## config.mk

```make
export PLATFORM = sky130hd
export DESIGN_NAME = mc_main_control
export DESIGN_NICKNAME = d
export VERILOG_FILES = /design/src/rtl/mc_main_control.sv
export SDC_FILE = /design/constraint.sdc
export NUM_CORES = 1
export LEC_CHECK = 0
export BUFFER_PORTS_ARGS = -buffer_cell sky130_fd_sc_hd__buf_2
export CORE_MARGIN = 4
export CORE_UTILIZATION = 43
export DETAILED_ROUTE_END_ITERATION = 12
export GPL_TIMING_DRIVEN = 0
export HOLD_SLACK_MARGIN = 0.12
export PLACE_DENSITY = 0.76
export SETUP_SLACK_MARGIN = 0.4
export SYNTH_ARGS = -nofsm -noshare
export SYNTH_HDL_FRONTEND = slang
export SYNTH_SLANG_ARGS = --single-unit
```

## constraint.sdc

```tcl
create_clock -name clk -period 1.9 [get_ports clk]
set_input_delay 0.38 -clock clk [delete_from_list [all_inputs] [get_ports clk]]
set_output_delay 0.38 -clock clk [all_outputs]
set_load 0.05 [all_outputs]
```

## src/rtl/mc_main_control.sv

```systemverilog
// Multi-cycle main control FSM for the MIPS-subset CPU: sequences fetch, decode, execute, memory
// and writeback, stalls on mem_ready, times out hung accesses and counts retired instructions.
module mc_main_control #(
  parameter int unsigned MEM_TIMEOUT = 16,
  parameter int unsigned CNT_W       = 32
) (
  input  logic             clk,
  input  logic             rst_n,
  input  logic [5:0]       opcode,
  input  logic             mem_ready,
  input  logic             rs_eq_rt,
  output logic             pc_write,
  output logic             ir_write,
  output logic             i_or_d,
  output logic             mem_read,
  output logic             mem_write,
  output logic             mem_to_reg,
  output logic             reg_dst,
  output logic             reg_write,
  output logic             alu_src_a,
  output logic [1:0]       alu_src_b,
  output logic [1:0]       alu_op,
  output logic [1:0]       pc_source,
  output logic             illegal_op,
  output logic             mem_fault,
  output logic [CNT_W-1:0] instret,
  output logic [3:0]       state_dbg
);

  typedef enum logic [3:0] {
    StIdle   = 4'd0,
    StFetch  = 4'd1,
    StDecode = 4'd2,
    StMemAdr = 4'd3,
    StMemRd  = 4'd4,
    StMemWb  = 4'd5,
    StMemWr  = 4'd6,
    StExec   = 4'd7,
    StAluWb  = 4'd8,
    StBranch = 4'd9,
    StAddiEx = 4'd10,
    StAddiWb = 4'd11,
    StJump   = 4'd12
  } state_e;

  localparam logic [5:0] OpRtype = 6'b000000;
  localparam logic [5:0] OpLw    = 6'b100011;
  localparam logic [5:0] OpSw    = 6'b101011;
  localparam logic [5:0] OpBeq   = 6'b000100;
  localparam logic [5:0] OpAddi  = 6'b001000;
  localparam logic [5:0] OpJ     = 6'b000010;

  localparam logic [7:0] WaitLast = 8'(MEM_TIMEOUT - 1);

  state_e           state_q, state_d;
  logic [7:0]       wait_q;
  logic [CNT_W-1:0] instret_q;
  logic             mem_wait;
  logic             timeout;
  logic             retire;
  logic             illegal;

  assign mem_wait = (state_q == StFetch) || (state_q == StMemRd) || (state_q == StMemWr);
  // mem_ready on the last allowed cycle still completes the access.
  assign timeout  = mem_wait && !mem_ready && (wait_q == WaitLast);

  always_comb begin
    state_d = state_q;
    retire  = 1'b0;
    illegal = 1'b0;
    unique case (state_q)
      StIdle: state_d = StFetch;
      StFetch: begin
        if (mem_ready) begin
          state_d = StDecode;
        end else if (timeout) begin
          state_d = StIdle;
        end
      end
      StDecode: begin
        unique case (opcode)
          OpLw, OpSw: state_d = StMemAdr;
          OpRtype:    state_d = StExec;
          OpBeq:      state_d = StBranch;
          OpAddi:     state_d = StAddiEx;
          OpJ:        state_d = StJump;
          default: begin
            illegal = 1'b1;
            state_d = StFetch;
          end
        endcase
      end
      StMemAdr: state_d = (opcode == OpSw) ? StMemWr : StMemRd;
      StMemRd: begin
        if (mem_ready) begin
          state_d = StMemWb;
        end else if (timeout) begin
          state_d = StIdle;
        end
      end
      StMemWr: begin
        if (mem_ready) begin
          retire  = 1'b1;
          state_d = StFetch;
        end else if (timeout) begin
          state_d = StIdle;
        end
      end
      StExec:   state_d = StAluWb;
      StAddiEx: state_d = StAddiWb;
      StMemWb, StAluWb, StBranch, StAddiWb, StJump: begin
        retire  = 1'b1;
        state_d = StFetch;
      end
      default: state_d = StIdle;
    endcase
  end

  always_ff @(posedge clk or negedge rst_n) begin
    if (!rst_n) begin
      state_q   <= StIdle;
      wait_q    <= 8'd0;
      instret_q <= '0;
    end else begin
      state_q <= state_d;
      if (state_d != state_q) begin
        wait_q <= 8'd0;
      end else if (mem_wait && !mem_ready) begin
        wait_q <= wait_q + 8'd1;
      end
      if (retire) begin
        instret_q <= instret_q + CNT_W'(1);
      end
    end
  end

  always_comb begin
    pc_write   = 1'b0;
    ir_write   = 1'b0;
    i_or_d     = 1'b0;
    mem_read   = 1'b0;
    mem_write  = 1'b0;
    mem_to_reg = 1'b0;
    reg_dst    = 1'b0;
    reg_write  = 1'b0;
    alu_src_a  = 1'b0;
    alu_src_b  = 2'b00;
    alu_op     = 2'b00;
    pc_source  = 2'b00;
    unique case (state_q)
      StFetch: begin
        mem_read  = 1'b1;
        alu_src_b = 2'b01;
        ir_write  = mem_ready;
        pc_write  = mem_ready;
      end
      StDecode: alu_src_b = 2'b11;
      StMemAdr, StAddiEx: begin
        alu_src_a = 1'b1;
        alu_src_b = 2'b10;
      end
      StMemRd: begin
        mem_read = 1'b1;
        i_or_d   = 1'b1;
      end
      StMemWb: begin
        reg_write  = 1'b1;
        mem_to_reg = 1'b1;
      end
      StMemWr: begin
        mem_write = 1'b1;
        i_or_d    = 1'b1;
      end
      StExec: begin
        alu_src_a = 1'b1;
        alu_op    = 2'b10;
      end
      StAluWb: begin
        reg_write = 1'b1;
        reg_dst   = 1'b1;
      end
      StBranch: begin
        alu_src_a = 1'b1;
        pc_source = 2'b01;
        pc_write  = rs_eq_rt;
      end
      StAddiWb: reg_write = 1'b1;
      StJump: begin
        pc_write  = 1'b1;
        pc_source = 2'b10;
      end
      default: ;
    endcase
  end

  assign illegal_op = illegal;
  assign mem_fault  = timeout;
  assign instret    = instret_q;
  assign state_dbg  = state_q;

endmodule

```

==> flow_summary.json <==
{
  "cts_tree": "built",
  "leakage_nw": 2.29,
  "dp_hpwl_um": 4870,
  "clock_insertion_delay_worst_skew_ns": 0.31,
  "drc": 0,
  "vias_in_the_first_global_route": 3037,
  "ioPinCount": 63,
  "post_layout_nonfiller_instances": 511,
  "most_used_cells_in_the_layout_excluding_fill_and_tap_cells": "sky130_fd_sc_hd__buf_4 (46), sky130_fd_sc_hd__buf_6 (42), sky130_fd_sc_hd__buf_2 (41), sky130_fd_sc_hd__dfrtp_1 (40), sky130_fd_sc_hd__xor2_1 (21)",
  "viasPerCell": 6.03,
  "period_minus_slack_ns": 2.37,
  "yosys.area_share.adder_pct": 0.939,
  "postSynthAreaPerCell_um2": 9.26,
  "setup.worst_path.end_class": "output port",
  "globalRouteTotalUtil_pct": 26.3,
  "critPathLaunchType": "register",
  "grt_pass1_wl_um": 15400,
  "synth_seq_cells": 44,
  "ys.flop_type": "sky130_fd_sc_hd__dfrtp_1",
  "power.share.combinational_pct": 68.5,
  "dieArea_mm2": 0.00752,
  "timing.final.setup_violations": 57,
  "rsz0062_at_grt": "true",
  "synth_cell_type_count": 54,
  "swShare_pct": 45.9,
  "result_of_the_run": "finished with violations",
  "top_cells_by_area_in_the_synthesized_netlist": "sky130_fd_sc_hd__dfrtp_1 (41%), sky130_fd_sc_hd__xor2_1 (6.9%), sky130_fd_sc_hd__xnor2_1 (6.6%)",
  "power.total_mw": 5.62,
  "synth.mux.area_fraction_pct": 0.798,
  "max-vdd-ir-drop_mv": 1.26,
  "drt-initial-drc-count": 213,
  "combinational_family_with_the_most_area_after_synthesis": "simple AND/OR/NAND/NOR gates",
  "holdCritPathClass": "input pin to async pin",
  "worst-setup-path-type": "register to output port",
  "net-switching-power_mw": 2.58,
  "cts.path.max_buffers": 2,
  "violations": "setup timing",
  "antenna_found_initial": 0,
  "post-route-period-util_pct": 125,
  "clock_sink_count": 44,
  "finish.net_count": 447,
  "compound_gate_portion_of_the_synthesized_area_pct": 12.5,
  "power.sequential.fraction_pct": 20.1,
  "drive_above_1_share_pct": 60.1,
  "synth_enable_flop_cells": 0,
  "finalWorstSetupSlack_ns": -0.470,
  "number_of_placed_cells_counting_well_taps": 423,
  "clock_pin_slew_reported_for_the_worst_setup_and_hold_paths_after_clock_tree_synthesis_ns": 0.09,
  "floorplan.initialDensity_pct": 44.8,
  "via_count": 3082,
  "timing.setup.tns_ns": -16.70,
  "clockPowerShare_pct": 11.4,
  "residual_overflow_from_global_routing": 0,
  "synth-async-reset-ratio_pct": 100,
  "max_clock_freq_ghz": 0.422,
  "required_ns": 1.52,
  "synth.yosys.seq_area_share_pct": 41.3,
  "minimum_hold_slack_ns": 0.226,
  "drt_wl_total_um": 11600,
  "synthesis.instances": 288,
  "post_synth_and_or_nand_nor_area_fraction_pct": 25.5,
  "areaGrowthSynthToFinish_pct": 83.1,
  "worst_ep_arrival_time_ns": 1.99,
  "cellInternalPower_mw": 3.04,
  "netlist_area_mm2": 0.00267,
  "routed_wire_length_per_instance_um": 22.7,
  "cts_inserted_buffers": 5,
  "timing_worst_slew_pin_value_ns": 0.974,
  "hold_violations": 0,
  "std_cell_rows": 28,
  "power_density_mw_per_mm2": 1150,
  "report.final.slew_viol_count": 0,
  "fp.dieH_um": 86.7,
  "max_slew_margin_pct": 35.1,
  "timing.clock.skew_ns": 0.0133,
  "first_pass_iters": 5,
  "globalplace.congestion": 0.864,
  "dp_worst_setup_slack_ns": -0.377,
  "core_mm2": 0.00596,
  "postCtsHoldBufs": 0,
  "drv_cap": 0,
  "numPortBuffers": 60,
  "synth_top_area_share_pct": 41.3,
  "drt.antenna.violating_nets": 0,
  "cts.root.buffer_cell": "sky130_fd_sc_hd__clkbuf_8",
  "final_common_cell": "sky130_fd_sc_hd__buf_4",
  "synth_top_area_cell": "sky130_fd_sc_hd__dfrtp_1",
  "timing.critical_path.fanout_max": 3,
  "yosysWarningCount": 0,
  "fp.dieW_um": 86.7,
  "mappedNetlistNets": 300,
  "grt_max_degree": 45,
  "synth-xor-area-share_pct": 13.5,
  "n_antenna_cell": 0,
  "htree_num_levels": 2
}
[registers in the layout, indices dropped and copies added, names as in the netlist]
signal and flops:
wait_q 8, state_dbg 4, instret 32
[repair_timing]
action	CTS	global route
setup endpoints to repair	59	63
setup buffers	50	29
gates cloned	1	0
pin swaps	40	44
resized for setup	141	58
hold endpoints to repair	0	0
[through the flow]
step                area (um^2)  util (%)
floorplan                  2940         -
global placement           3340      56.1
detailed placement         3340      56.1
CTS                        4400      73.8
global route               4880      82.0
finish                     4880      82.0
[cell type report]
type,instances,area [um^2]
tap,75,93.8
clock inverter,2,15.0
clock buffer,6,82.6
inverter,13,56.3
fill,302,1070
multi-input combinational,215,2070
buffer,16,243
sequential,44,1110
timing repair buffer,140,1220
[path summary, 6_finish.rpt]
check                                        start                 endpoint  slack [ns]  depth (start not counted)
max in group asynchronous                    rst_n   state_dbg[0]$_DFF_PN0_        1.01                          1
hold reg to reg            instret[31]$_DFFE_PN0P_  instret[31]$_DFFE_PN0P_        0.47                          1
min in group clk                         mem_ready   state_dbg[2]$_DFF_PN0_        0.47                          3
hold / removal                               rst_n   instret[8]$_DFFE_PN0P_        0.23                          1
setup / recovery            state_dbg[2]$_DFF_PN0_                mem_fault       -0.47                          4
setup reg to reg            state_dbg[2]$_DFF_PN0_  instret[18]$_DFFE_PN0P_       -0.42                          9
[power by group through the flow]
stage / clock network (mW) / logic [mW] / registers, mW
after CTS: 0.637 / 3.26 / 1.12
after global routing: 0.679 / 3.98 / 1.15
after global placement: 0 / 2.20 / 1.15
after floorplan: 0 / 1.55 / 1.39
after detailed placement: 0 / 2.23 / 1.15
final: 0.641 / 3.85 / 1.13
[kinds of logic after synthesis]
kind of cell               Yosys count
muxes                                2
buffers and inverters               29
other                                1
xor gates and xnor gates            41
AOI/OAI and AO/OA                   42
and+or+nand+nor                    127
DFF                                 44
adders and majority gates            2
[critical path, stage by stage, from the launching register on]
cell,delay [ns]
sky130_fd_sc_hd__dfrtp_2,0.42
sky130_fd_sc_hd__buf_6,0.13
sky130_fd_sc_hd__or3b_4,0.42
sky130_fd_sc_hd__a2111oi_4,0.49
sky130_fd_sc_hd__buf_6,0.22
[routing by layer]
metal,wire length (um),GRT usage (%),vias to the layer above
met2,6050,46.7,174
met1,4120,30.6,1512
met4,736,11.8,0
li1,-,-,1322
met3,673,4.75,74
met5,0,0,-
[Yosys cell counts, types with 2 or more instances]
library cell / number
sky130_fd_sc_hd__a211o_1: 3
sky130_fd_sc_hd__a211oi_1: 2
sky130_fd_sc_hd__a21boi_0: 2
sky130_fd_sc_hd__a21oi_1: 5
sky130_fd_sc_hd__a32oi_1: 2
sky130_fd_sc_hd__and3_1: 6
sky130_fd_sc_hd__and4_1: 4
sky130_fd_sc_hd__buf_2: 6
sky130_fd_sc_hd__buf_4: 6
sky130_fd_sc_hd__clkbuf_1: 3
sky130_fd_sc_hd__dfrtp_1: 44
sky130_fd_sc_hd__ha_1: 2
sky130_fd_sc_hd__inv_1: 13
sky130_fd_sc_hd__nand2_1: 17
sky130_fd_sc_hd__nand2b_1: 6
sky130_fd_sc_hd__nand3_1: 7
sky130_fd_sc_hd__nand4_1: 12
sky130_fd_sc_hd__nor2_1: 28
sky130_fd_sc_hd__nor2b_1: 2
sky130_fd_sc_hd__nor3_1: 28
sky130_fd_sc_hd__nor3b_1: 2
sky130_fd_sc_hd__nor4_1: 2
sky130_fd_sc_hd__nor4bb_1: 2
sky130_fd_sc_hd__o2111ai_1: 2
sky130_fd_sc_hd__o211ai_1: 2
sky130_fd_sc_hd__o21ai_0: 8
sky130_fd_sc_hd__o221a_2: 2
sky130_fd_sc_hd__or2_2: 4
sky130_fd_sc_hd__or4_1: 2
sky130_fd_sc_hd__xnor2_1: 20
sky130_fd_sc_hd__xor2_1: 21
(Power assumes the default switching activity.)
